## src/rtl/uart_pkg.sv

```systemverilog
// Shared definitions for the parametrised UART receiver: FSM encoding, parity
// modes, majority vote and baud divider helpers.
package uart_pkg;

   typedef enum logic [2:0] {
      ST_IDLE,
      ST_START,
      ST_DATA,
      ST_PARITY,
      ST_STOP
   } rx_state_t;

   localparam int PARITY_NONE = 0;
   localparam int PARITY_EVEN = 1;
   localparam int PARITY_ODD  = 2;

   function automatic logic majority3(input logic [2:0] s);
      return (s[0] & s[1]) | (s[0] & s[2]) | (s[1] & s[2]);
   endfunction

   // Rounded clock cycles per oversample tick.
   function automatic int calc_div(input int clk_freq, input int baud, input int oversample);
      int den;
      den = baud * oversample;
      return (clk_freq + den / 2) / den;
   endfunction

   function automatic logic expected_parity(input logic data_xor, input int mode);
      case (mode)
         PARITY_EVEN: return data_xor;
         PARITY_ODD:  return ~data_xor;
         default:     return 1'b0;
      endcase
   endfunction

endpackage

```

## src/rtl/uart_rx_fifo.sv

```systemverilog
// Synchronous FIFO with first-word visibility; shared by the UART RX and TX paths.
module uart_rx_fifo #(
   parameter int DEPTH = 4,
   parameter int WIDTH = 8
) (
   input  logic             clk,
   input  logic             rst_n,
   input  logic             push,
   input  logic [WIDTH-1:0] push_data,
   input  logic             pop,
   output logic [WIDTH-1:0] pop_data,
   output logic             full,
   output logic             empty
);
   localparam int AW = $clog2(DEPTH);

   logic [WIDTH-1:0] mem [DEPTH];
   logic [AW-1:0]    wr_ptr_reg;
   logic [AW-1:0]    rd_ptr_reg;
   logic [AW:0]      count_reg;
   logic             do_push;
   logic             do_pop;

   assign empty   = (count_reg == '0);
   assign full    = (count_reg == (AW + 1)'(DEPTH));
   assign do_pop  = pop && !empty;
   // A pop frees a slot in the same cycle, so push-while-full succeeds then.
   assign do_push = push && (!full || do_pop);

   assign pop_data = empty ? '0 : mem[rd_ptr_reg];

   always_ff @(posedge clk) begin
      if (do_push) mem[wr_ptr_reg] <= push_data;
   end

   always_ff @(posedge clk or negedge rst_n) begin
      if (!rst_n) begin
         wr_ptr_reg <= '0;
         rd_ptr_reg <= '0;
         count_reg  <= '0;
      end else begin
         if (do_push) wr_ptr_reg <= wr_ptr_reg + 1'b1;
         if (do_pop)  rd_ptr_reg <= rd_ptr_reg + 1'b1;
         case ({do_push, do_pop})
            2'b10:   count_reg <= count_reg + 1'b1;
            2'b01:   count_reg <= count_reg - 1'b1;
            default: count_reg <= count_reg;
         endcase
      end
   end

endmodule

```

## src/rtl/uart_rx_param.sv

```systemverilog
// Parametrised oversampling UART receiver with error pulses and output FIFO.
// Define UART_RX_BREAK_EN to add the break_o line-break detector.
module uart_rx_param
   import uart_pkg::*;
#(
   parameter int CLK_FREQ   = 25000000,
   parameter int BAUD       = 115200,
   parameter int OVERSAMPLE = 8,
   parameter int DATA_BITS  = 8,
   parameter int PARITY     = 0,
   parameter int FIFO_DEPTH = 4
) (
   input  logic                 clk_i,
   input  logic                 rstn_i,
   input  logic                 uart_rx_i,
   output logic [DATA_BITS-1:0] data_o,
   output logic                 valid_o,
   input  logic                 ready_i,
`ifdef UART_RX_BREAK_EN
   output logic                 break_o,
`endif
   output logic                 frame_err_o,
   output logic                 parity_err_o,
   output logic                 overrun_o
);
   localparam int DIV = calc_div(CLK_FREQ, BAUD, OVERSAMPLE);
   localparam int TW  = (DIV > 1) ? $clog2(DIV) : 1;
   localparam int SW  = $clog2(OVERSAMPLE);
   localparam int CW  = $clog2(DATA_BITS);
   localparam int MID = OVERSAMPLE / 2;

   rx_state_t            state_reg, state_next;
   logic [1:0]           sync_reg;
   logic                 rx;
   logic                 rx_prev_reg;
   logic [TW-1:0]        tick_cnt_reg;
   logic [SW-1:0]        samp_cnt_reg;
   logic                 tick;
   logic [2:0]           samp_reg;
   logic                 decide_reg;
   logic                 bit_val;
   logic [DATA_BITS-1:0] shift_reg;
   logic [CW-1:0]        bit_cnt_reg;
   logic                 par_bad_reg;
   logic                 brk;
   logic                 start_det, shift_en, par_chk_en, push;
   logic                 frame_err_next, parity_err_next, overrun_next;
   logic                 pop, fifo_full, fifo_empty;

   assign rx      = sync_reg[1];
   assign tick    = (tick_cnt_reg == TW'(DIV - 1));
   assign bit_val = majority3(samp_reg);

   always_ff @(posedge clk_i or negedge rstn_i) begin
      if (!rstn_i) begin
         sync_reg    <= 2'b11;
         rx_prev_reg <= 1'b1;
      end else begin
         sync_reg    <= {sync_reg[0], uart_rx_i};
         rx_prev_reg <= rx;
      end
   end

   // Sample index k of a bit falls k ticks after its leading edge.
   always_ff @(posedge clk_i or negedge rstn_i) begin
      if (!rstn_i) begin
         tick_cnt_reg <= '0;
         samp_cnt_reg <= '0;
         decide_reg   <= 1'b0;
      end else if (start_det) begin
         tick_cnt_reg <= '0;
         samp_cnt_reg <= SW'(1);
         decide_reg   <= 1'b0;
      end else begin
         decide_reg <= tick && (samp_cnt_reg == SW'(MID + 1));
         if (tick) begin
            tick_cnt_reg <= '0;
            samp_cnt_reg <= (samp_cnt_reg == SW'(OVERSAMPLE - 1)) ? '0 : samp_cnt_reg + 1'b1;
         end else begin
            tick_cnt_reg <= tick_cnt_reg + 1'b1;
         end
      end
   end

   for (genvar gi = 0; gi < 3; gi++) begin : g_samp
      always_ff @(posedge clk_i or negedge rstn_i) begin
         if (!rstn_i)
            samp_reg[gi] <= 1'b1;
         else if (tick && samp_cnt_reg == SW'(MID - 1 + gi))
            samp_reg[gi] <= rx;
      end
   end

   always_ff @(posedge clk_i or negedge rstn_i) begin
      if (!rstn_i) state_reg <= ST_IDLE;
      else         state_reg <= state_next;
   end

   always_comb begin
      state_next      = state_reg;
      start_det       = 1'b0;
      shift_en        = 1'b0;
      par_chk_en      = 1'b0;
      push            = 1'b0;
      frame_err_next  = 1'b0;
      parity_err_next = 1'b0;
      case (state_reg)
         ST_IDLE: begin
            if (rx_prev_reg && !rx && !brk) begin
               start_det  = 1'b1;
               state_next = ST_START;
            end
         end
         ST_START: begin
            if (decide_reg) state_next = bit_val ? ST_IDLE : ST_DATA;
         end
         ST_DATA: begin
            if (decide_reg) begin
               shift_en = 1'b1;
               if (bit_cnt_reg == CW'(DATA_BITS - 1))
                  state_next = (PARITY == PARITY_NONE) ? ST_STOP : ST_PARITY;
            end
         end
         ST_PARITY: begin
            if (decide_reg) begin
               par_chk_en = 1'b1;
               state_next = ST_STOP;
            end
         end
         ST_STOP: begin
            if (decide_reg) begin
               state_next = ST_IDLE;
               if (!bit_val)        frame_err_next  = 1'b1;
               else if (par_bad_reg) parity_err_next = 1'b1;
               else                 push            = 1'b1;
            end
         end
         default: state_next = ST_IDLE;
      endcase
   end

   always_ff @(posedge clk_i or negedge rstn_i) begin
      if (!rstn_i) begin
         shift_reg   <= '0;
         bit_cnt_reg <= '0;
         par_bad_reg <= 1'b0;
      end else if (start_det) begin
         bit_cnt_reg <= '0;
         par_bad_reg <= 1'b0;
      end else begin
         if (shift_en) begin
            shift_reg   <= {bit_val, shift_reg[DATA_BITS-1:1]};
            bit_cnt_reg <= bit_cnt_reg + 1'b1;
         end
         if (par_chk_en)
            par_bad_reg <= (bit_val != expected_parity(^shift_reg, PARITY));
      end
   end

   assign pop          = valid_o && ready_i;
   assign valid_o      = !fifo_empty;
   assign overrun_next = push && fifo_full && !pop;

   always_ff @(posedge clk_i or negedge rstn_i) begin
      if (!rstn_i) begin
         frame_err_o  <= 1'b0;
         parity_err_o <= 1'b0;
         overrun_o    <= 1'b0;
      end else begin
         frame_err_o  <= frame_err_next;
         parity_err_o <= parity_err_next;
         overrun_o    <= overrun_next;
      end
   end

   uart_rx_fifo #(
      .DEPTH(FIFO_DEPTH),
      .WIDTH(DATA_BITS)
   ) u_fifo (
      .clk      (clk_i),
      .rst_n    (rstn_i),
      .push     (push),
      .push_data(shift_reg),
      .pop      (pop),
      .pop_data (data_o),
      .full     (fifo_full),
      .empty    (fifo_empty)
   );

`ifdef UART_RX_BREAK_EN
   localparam int FRAME_BITS = 2 + DATA_BITS + ((PARITY == PARITY_NONE) ? 0 : 1);
   localparam int BRK_TICKS  = 2 * FRAME_BITS * OVERSAMPLE;
   localparam int BW         = $clog2(BRK_TICKS + 1);

   logic [BW-1:0] brk_cnt_reg;
   logic          brk_reg;

   always_ff @(posedge clk_i or negedge rstn_i) begin
      if (!rstn_i) begin
         brk_cnt_reg <= '0;
         brk_reg     <= 1'b0;
      end else if (rx) begin
         brk_cnt_reg <= '0;
         brk_reg     <= 1'b0;
      end else if (tick && !brk_reg) begin
         brk_cnt_reg <= brk_cnt_reg + 1'b1;
         if (brk_cnt_reg == BW'(BRK_TICKS - 1)) brk_reg <= 1'b1;
      end
   end

   assign brk     = brk_reg;
   assign break_o = brk_reg;
`else
   assign brk = 1'b0;
`endif

endmodule
```

## config.mk

```make
export PLATFORM = sky130hd
export DESIGN_NAME = uart_rx_param
export DESIGN_NICKNAME = d
export VERILOG_FILES = /design/src/rtl/uart_pkg.sv /design/src/rtl/uart_rx_fifo.sv /design/src/rtl/uart_rx_param.sv
export SDC_FILE = /design/constraint.sdc
export NUM_CORES = 1
export LEC_CHECK = 0
export CAP_MARGIN = 10
export CORE_MARGIN = 3
export CORE_UTILIZATION = 52
export DETAILED_ROUTE_END_ITERATION = 7
export GPL_TIMING_DRIVEN = 0
export PLACE_DENSITY_LB_ADDON = 0.3
export SYNTH_ARGS = -nofsm -noshare
export SYNTH_HDL_FRONTEND = slang
export SYNTH_HIERARCHICAL = 1
export SYNTH_SLANG_ARGS = --single-unit
```

## constraint.sdc

```tcl
create_clock -name clk_i -period 8.5 [get_ports clk_i]
set_input_delay 2.125 -clock clk_i [delete_from_list [all_inputs] [get_ports clk_i]]
set_output_delay 2.125 -clock clk_i [all_outputs]
set_load 0.02 [all_outputs]
```

Yosys cells after proc, flatten, opt, wreduce, memory -nomap -nowiden
Memory sizes are Yosys's and may differ from the RTL's.
Index checks and enable logic that the tools add are counted.

operators by class
  $add $sub $neg = 7
  equality and inequality tests = 20
  mux-type cells = 40
  bitwise operators = 6
  reduce and logical (&&, ||, !) cells = 22

operators with widths
  kind                                                                   number
  3-bit 2-to-1 mux                                                       11
  1-bit 2-to-1 mux                                                       23
  3-bit equality test, second input constant                             6
  3-bit case mux with 5 select lines                                     1
  2-bit != test, second input constant                                   6
  5-bit 2-to-1 mux                                                       2
  3-bit by 1-bit adder with 3-bit output, second input constant          3
  3-bit by 2-bit equality test with 1-bit output, second input constant  3
  1-bit logical AND                                                      9
  8-bit 2-to-1 mux                                                       1
  2-bit nonzero test                                                     4
  3-bit logical NOT                                                      2
  3-bit case mux with 2 select lines                                     1
  6-bit AND reduction                                                    1
  5-bit by 1-bit adder with 5-bit output, second input constant          1
  5-bit equality test, second input constant                             1
  2-bit by 1-bit adder with 2-bit output, second input constant          2
  1-bit logical NOT                                                      4
  1-bit bitwise AND                                                      3
  3-bit by 1-bit equality test with 1-bit output, second input constant  1
  3-bit by 1-bit subtractor with 3-bit output, second input constant     1
  2-bit by 1-bit equality test with 1-bit output, second input constant  1
  2-bit equality test, second input constant                             1
  2-bit 2-to-1 mux                                                       1
  5 further kinds                                                        6

storage, ports and cells
  register bits after elaboration = 40
  RAM bits = 32
  output and inout port bits = 12
  memories = 1

memories
  memory      words  width  rd ports  clocked after memory_dff  wr ports  line                text
  u_fifo.mem  4      8      1         0                         1         uart_rx_fifo.sv:17  logic [WIDTH-1:0] mem [DEPTH];

Longest topological paths before layout
Gate-level depths: netlist of the first run.

  word-level depth = 9
  gate-level depth with buffers = 12

Modules after synthesis
The synthesis of the first run kept the hierarchy.

by module, submodules not included
  module         times used  cells an instance  area each (um2)
  uart_rx_fifo   1           104                1732.9
  uart_rx_param  1           118                1481.4

Least setup slack after synthesis of the first run
No wires, ideal clock.

  path kind = input port to flip-flop
  start = in ready_i
  end = reg u_fifo.count_reg[2]
  setup time = 0.146 ns
  arrival = 3.832 ns
  path slack = 4.522 ns
  cell stages on the path = 8
  cell sequence = nor2b_1 -> clkbuf_1 -> nand2_1 -> or2_2 -> fa_1 -> nand2b_1 -> o211ai_1 -> o311ai_0

on the way
  longest elaborated chain between the ends = 6

ends and longest elaborated chain
  element                                                                                       line                  text
  start, declared                                                                               uart_rx_param.sv:18   input logic ready_i,
  1-bit logical AND (*)                                                                         uart_rx_param.sv:160  assign pop = valid_o && ready_i;
  1-bit logical AND (*)                                                                         uart_rx_fifo.sv:26    assign do_pop = pop && !empty;
  1-bit logical OR                                                                              uart_rx_fifo.sv:28    assign do_push = push && (!full || do_pop);
  1-bit logical AND                                                                             uart_rx_fifo.sv:28
  2-bit by 1-bit equality test with 1-bit output / 2-bit equality test (equally long branches)  uart_rx_fifo.sv:44    case ({do_push, do_pop})
  3-bit case mux with 2 select lines / 2-bit nonzero test (equally long branches)               -
  end signal, assigned                                                                          uart_rx_fifo.sv:45    2'b10: count_reg <= count_reg + 1'b1;
  end signal, assigned                                                                          uart_rx_fifo.sv:46    2'b01: count_reg <= count_reg - 1'b1;
  end signal, assigned                                                                          uart_rx_fifo.sv:47    default: count_reg <= count_reg;
  end, declared                                                                                 uart_rx_fifo.sv:20    logic [AW:0] count_reg;

Every way passes the cells marked *; elsewhere a longest branch is shown, timed or not.
A chain may end at the register's enable or synchronous reset.

Worst setup path in the final report of the first run
  start = reg u_fifo.count_reg[2]
  end = out data_o[6]

on the way
  longest elaborated chain between the ends = 2

ends and longest elaborated chain
  element            line                 text
  3-bit logical NOT  uart_rx_fifo.sv:24   assign empty = (count_reg == '0);
  8-bit 2-to-1 mux   uart_rx_fifo.sv:30   assign pop_data = empty ? '0 : mem[rd_ptr_reg];
  end, declared      uart_rx_param.sv:16  output logic [DATA_BITS-1:0] data_o,

Every way passes these cells.

==> reports/qor.log, run 1 <==
[global_routing] vias in the first global route 1,750
[yosys] synthesized area divided by synthesized cell count 14.5 µm²
[setup_path] cell chain of the critical path buf_6, or3_2, clkbuf_1, and2_1, clkdlybuf4s50_1
[setup_path] Critical Path End Type output port
[floorplan] area of the die 7160 µm²
[floorplan] number of core rows 28
[clock_tree] Clock Tree Buf Depth 2
[clock_tree] number of buffers inserted during clock tree synthesis 9
[run_status] result of the run complete, no violations
[power] power density relative to cell area 264 nW/µm²
[route] detailed-routing iteration count for the pre-antenna-repair pass 4
[setup_path] biggest cell delay along the critical path 530 ps
[clock_tree] clock root buffer sky130_fd_sc_hd__clkbuf_8
[timing] final total negative setup slack 0 ps
[route] number of remaining DRC errors 0
[timing] Final Slew Violations 0
[yosys] Synth area leaders sky130_fd_sc_hd__edfxtp_1 (30%), sky130_fd_sc_hd__dfrtp_1 (26%), sky130_fd_sc_hd__mux4_2 (5.6%)
[clock_tree] number of sinks driven by the clock tree 72
[layout] post-route cell area 3660 µm²
[worst_hold_path] worst min-delay path class flop to flop
[route] total via count in the routed design 1,705
[setup_path] slowest stage cell, crit path sky130_fd_sc_hd__clkdlybuf4s50_1
[place] count of buffers inserted at the top-level ports 15
[clock_tree] Worst-Skew Late Latency 340 ps
[place] estimated wirelength of the detail-placed design 3.20 mm
[timing] portion of the clock cycle consumed by the worst path in the final layout 51.7%
[timing] Final Skew 9.55 ps
[timing] measured slew at the worst slew-check pin 541 ps
[timing] achievable frequency 0.227 GHz
[setup_path] critical path fanouts, max 10
[global_routing] pin count of the biggest net entering global routing 41
[power] Leakage Power 1.50 nW
[route] post-route ant nets 0
[run] Max Cap Violations 0
[timing] final hold vios 0
[yosys] Yosys warning count 6
[timing] setup-violating endpoint count in the final report 0
[floorplan] I/O pin cnt 16
[layout] leading cell type in the layout, fill and taps excluded sky130_fd_sc_hd__dfrtp_1
[clock_tree] number of setup buffers added after CTS 0
[route] average vias per placed instance 5.18
[yosys] Post-Synthesis Cells 222
[clock_tree] # hold bufs at CTS 0
[floorplan] height of the die 84.6 µm
[yosys] synthesis-stage register bit count 72
[timing] unrepaired setup endpoints after global routing no
[yosys] number of library cell types mapped by synthesis 53
[layout] fillcell total 470
[yosys] most used flip-flop cell after synthesis sky130_fd_sc_hd__dfrtp_1
[clock_tree] post-cts resize count 0
[clock_tree] clock slew at the register clock pins of the worst setup and hold paths 70 ps
[place] Cells after DPL 313
[layout] commonest cells after routing, fill and taps aside sky130_fd_sc_hd__dfrtp_1 (34), sky130_fd_sc_hd__edfxtp_1 (32), sky130_fd_sc_hd__nor2_1 (18)
[layout] area grow syn2layout 14.0%
[setup_path] startpoint type of the worst setup path flop
[global_routing] overall routing resource usage 15.5%
[yosys] proportion of netlist area held by the largest area contributor 29.9%
[layout] share of final-layout standard cells stronger than drive strength 1 22.4%
[layout] flip-flop count of the largest register after layout 32
[yosys] number of synthesized flops with an enable pin 32
[setup_path] data arrival time of the critical path 2270 ps
[timing] minimum clock period 4400 ps
[yosys] area of the mapped netlist 3210 µm²
[yosys] Async SR Flop Fraction 55.6%
[floorplan] overall die width 84.6 µm
[global_routing] wire length of the first global-routing pass 8.34 mm
[global_routing] sum of overflow across all layers after global routing 0
[route] Initial DRC Count 59
[layout] Final Net Count 267
[route] per-cell routed wire length 14.9 µm
[setup_path] critical path start-end classification flop to output port
[layout] ant diodes 0
[floorplan] Starting Density 54.0%
[yosys] sequential-to-total area share from yosys stat 61.3%
[timing] worst slew margin relative to its limit 63.9%
[route] overall routed net length 4.90 mm
[global_routing] number of antenna violations at the first check in global routing 0
[floorplan] placeable core region 5960 µm²
[setup_path] Crit path required time 6380 ps
[setup_path] Bufs and invs on worst path 3
[yosys] post-synth top area cell sky130_fd_sc_hd__edfxtp_1
[power] Worst VDD drop 187 µV
[yosys] Mapped Nets 240
[clock_tree] htree depth 3
[layout] post-route insts no fill 329
[clock_tree] clock tree from TritonCTS done
[setup_path] gate family responsible for the most delay along the worst path buffers and inverters
[place] routability-driven placement congestion ratio 0.767
[place] total placed instance area 3470 µm²
-- metal layers --
| metal | wire, µm | global-route usage, % | vias up |
|---|---|---|---|
| li1 | - | - | 843 |
| met1 | 2260 | 18.9 | 829 |
| met2 | 2370 | 24.8 | 26 |
| met3 | 177 | 6.18 | 7 |
| met4 | 93 | 6.04 | 0 |
| met5 | 0 | 0 | - |
-- synthesized netlist by cell type (2+ instances only) --
| library cell | n |
|---|---|
| sky130_fd_sc_hd__dfrtp_1 | 34 |
| sky130_fd_sc_hd__edfxtp_1 | 32 |
| sky130_fd_sc_hd__nor2_1 | 18 |
| sky130_fd_sc_hd__ha_1 | 13 |
| sky130_fd_sc_hd__inv_1 | 13 |
| sky130_fd_sc_hd__mux2_4 | 9 |
| sky130_fd_sc_hd__and2_1 | 8 |
| sky130_fd_sc_hd__mux4_2 | 8 |
| sky130_fd_sc_hd__nand2_1 | 8 |
| sky130_fd_sc_hd__dfstp_2 | 6 |
| sky130_fd_sc_hd__xnor2_1 | 5 |
| sky130_fd_sc_hd__and2_2 | 4 |
| sky130_fd_sc_hd__clkbuf_1 | 4 |
| sky130_fd_sc_hd__nand2b_1 | 4 |
| sky130_fd_sc_hd__nand3_1 | 4 |
| sky130_fd_sc_hd__o21ai_0 | 4 |
| sky130_fd_sc_hd__mux2_2 | 3 |
| sky130_fd_sc_hd__xor2_1 | 3 |
| sky130_fd_sc_hd__a211oi_1 | 2 |
| sky130_fd_sc_hd__a22oi_1 | 2 |
| sky130_fd_sc_hd__buf_2 | 2 |
| sky130_fd_sc_hd__buf_6 | 2 |
| sky130_fd_sc_hd__mux2i_1 | 2 |
| sky130_fd_sc_hd__o21a_1 | 2 |
| sky130_fd_sc_hd__o21bai_1 | 2 |
-- layout make-up --
cell class	count	area, µm²	share of cell area (%)
clock buffer	13	149	4.06
timing repair buffer	16	165	4.51
multi-input combinational	128	1140	31.1
sequential	72	1970	53.7
clock inverter	3	42.5	1.16
buffer	9	55.1	1.50
tap	75	93.8	2.56
inverter	13	48.8	1.33
-- worst register-to-register path: stages (launching register included) --
cell and delay [ps]:
sky130_fd_sc_hd__dfrtp_1 450, sky130_fd_sc_hd__or3_2 160, sky130_fd_sc_hd__clkbuf_1 340, sky130_fd_sc_hd__inv_1 100
sky130_fd_sc_hd__nor2b_1 290, sky130_fd_sc_hd__clkbuf_1 390, sky130_fd_sc_hd__nand2_1 140, sky130_fd_sc_hd__or2_2 310
sky130_fd_sc_hd__fa_1 390, sky130_fd_sc_hd__nand2b_1 160, sky130_fd_sc_hd__o211ai_1 160, sky130_fd_sc_hd__o311ai_0 140
-- per-stage QoR --
step / total power [mW] / utilization (%) / hold WS [ps] / setup WS, ps
2_1_floorplan: 0.633 / - / 345 / 4520
3_3_place_gp: 0.708 / 58.1 / 346 / 3860
3_5_place_dp: 0.718 / 58.3 / 349 / 3830
4_1_cts: 0.982 / 61.5 / 360 / 4050
5_1_grt: 1.03 / 61.5 / 366 / 3960
6_report: 0.967 / 61.5 / 358 / 4100
-- worst paths after layout --
check | from | endpoint | slack [ps] | cells past startpoint
worst max-delay path | u_fifo/count_reg[2] | data_o[6] | 4100 | 5
max in group asynchronous | rstn_i | samp_reg[0] | 6490 | 2
worst max register to register | u_fifo/count_reg[1] | u_fifo/count_reg[2] | 5330 | 11
worst min register to register | sync_reg[0] | sync_reg[1] | 360 | 0
min in group asynchronous | rstn_i | shift_reg[2] | 1750 | 2
worst min-delay path | sync_reg[0] | sync_reg[1] | 360 | 0
-- cell families (layout without fill, tap and decap cells) --
logic type | Yosys count | after routing | synth area share (%)
fa+ha+maj | 15 | 15 | 6.03
flops | 72 | 72 | 61.3
xor+xnor | 8 | 8 | 2.18
buf+inv | 22 | 54 | 3.23
mux | 22 | 22 | 11.5
compound gates | 22 | 22 | 5.02
simple gates | 61 | 61 | 10.8
-- where the power goes --
part	internal, mW	total (mW)	switching, mW
sequential	0.399	0.430	0.0314
combinational	0.138	0.276	0.139
clock	0.144	0.261	0.117
total	0.680	0.967	0.287
No activity file was read; power rests on OpenSTA's default activity.
==> inputs of run 2 (changes only) <==
- clock period: 8.5 -> 4 ns (I/O delays scaled with it)
==> results of run 2 <==
The final DEF is identical to that of run 1. Status: complete, no violations.
Among the figures that moved: setup slack after placement 3830 ps -> 455 ps; setup slack after layout 4100 ps -> 729 ps; register-to-register setup slack 5330 ps -> 830 ps; total power 0.967 mW -> 2.06 mW; worst IR drop on VDD 187 µV -> 398 µV
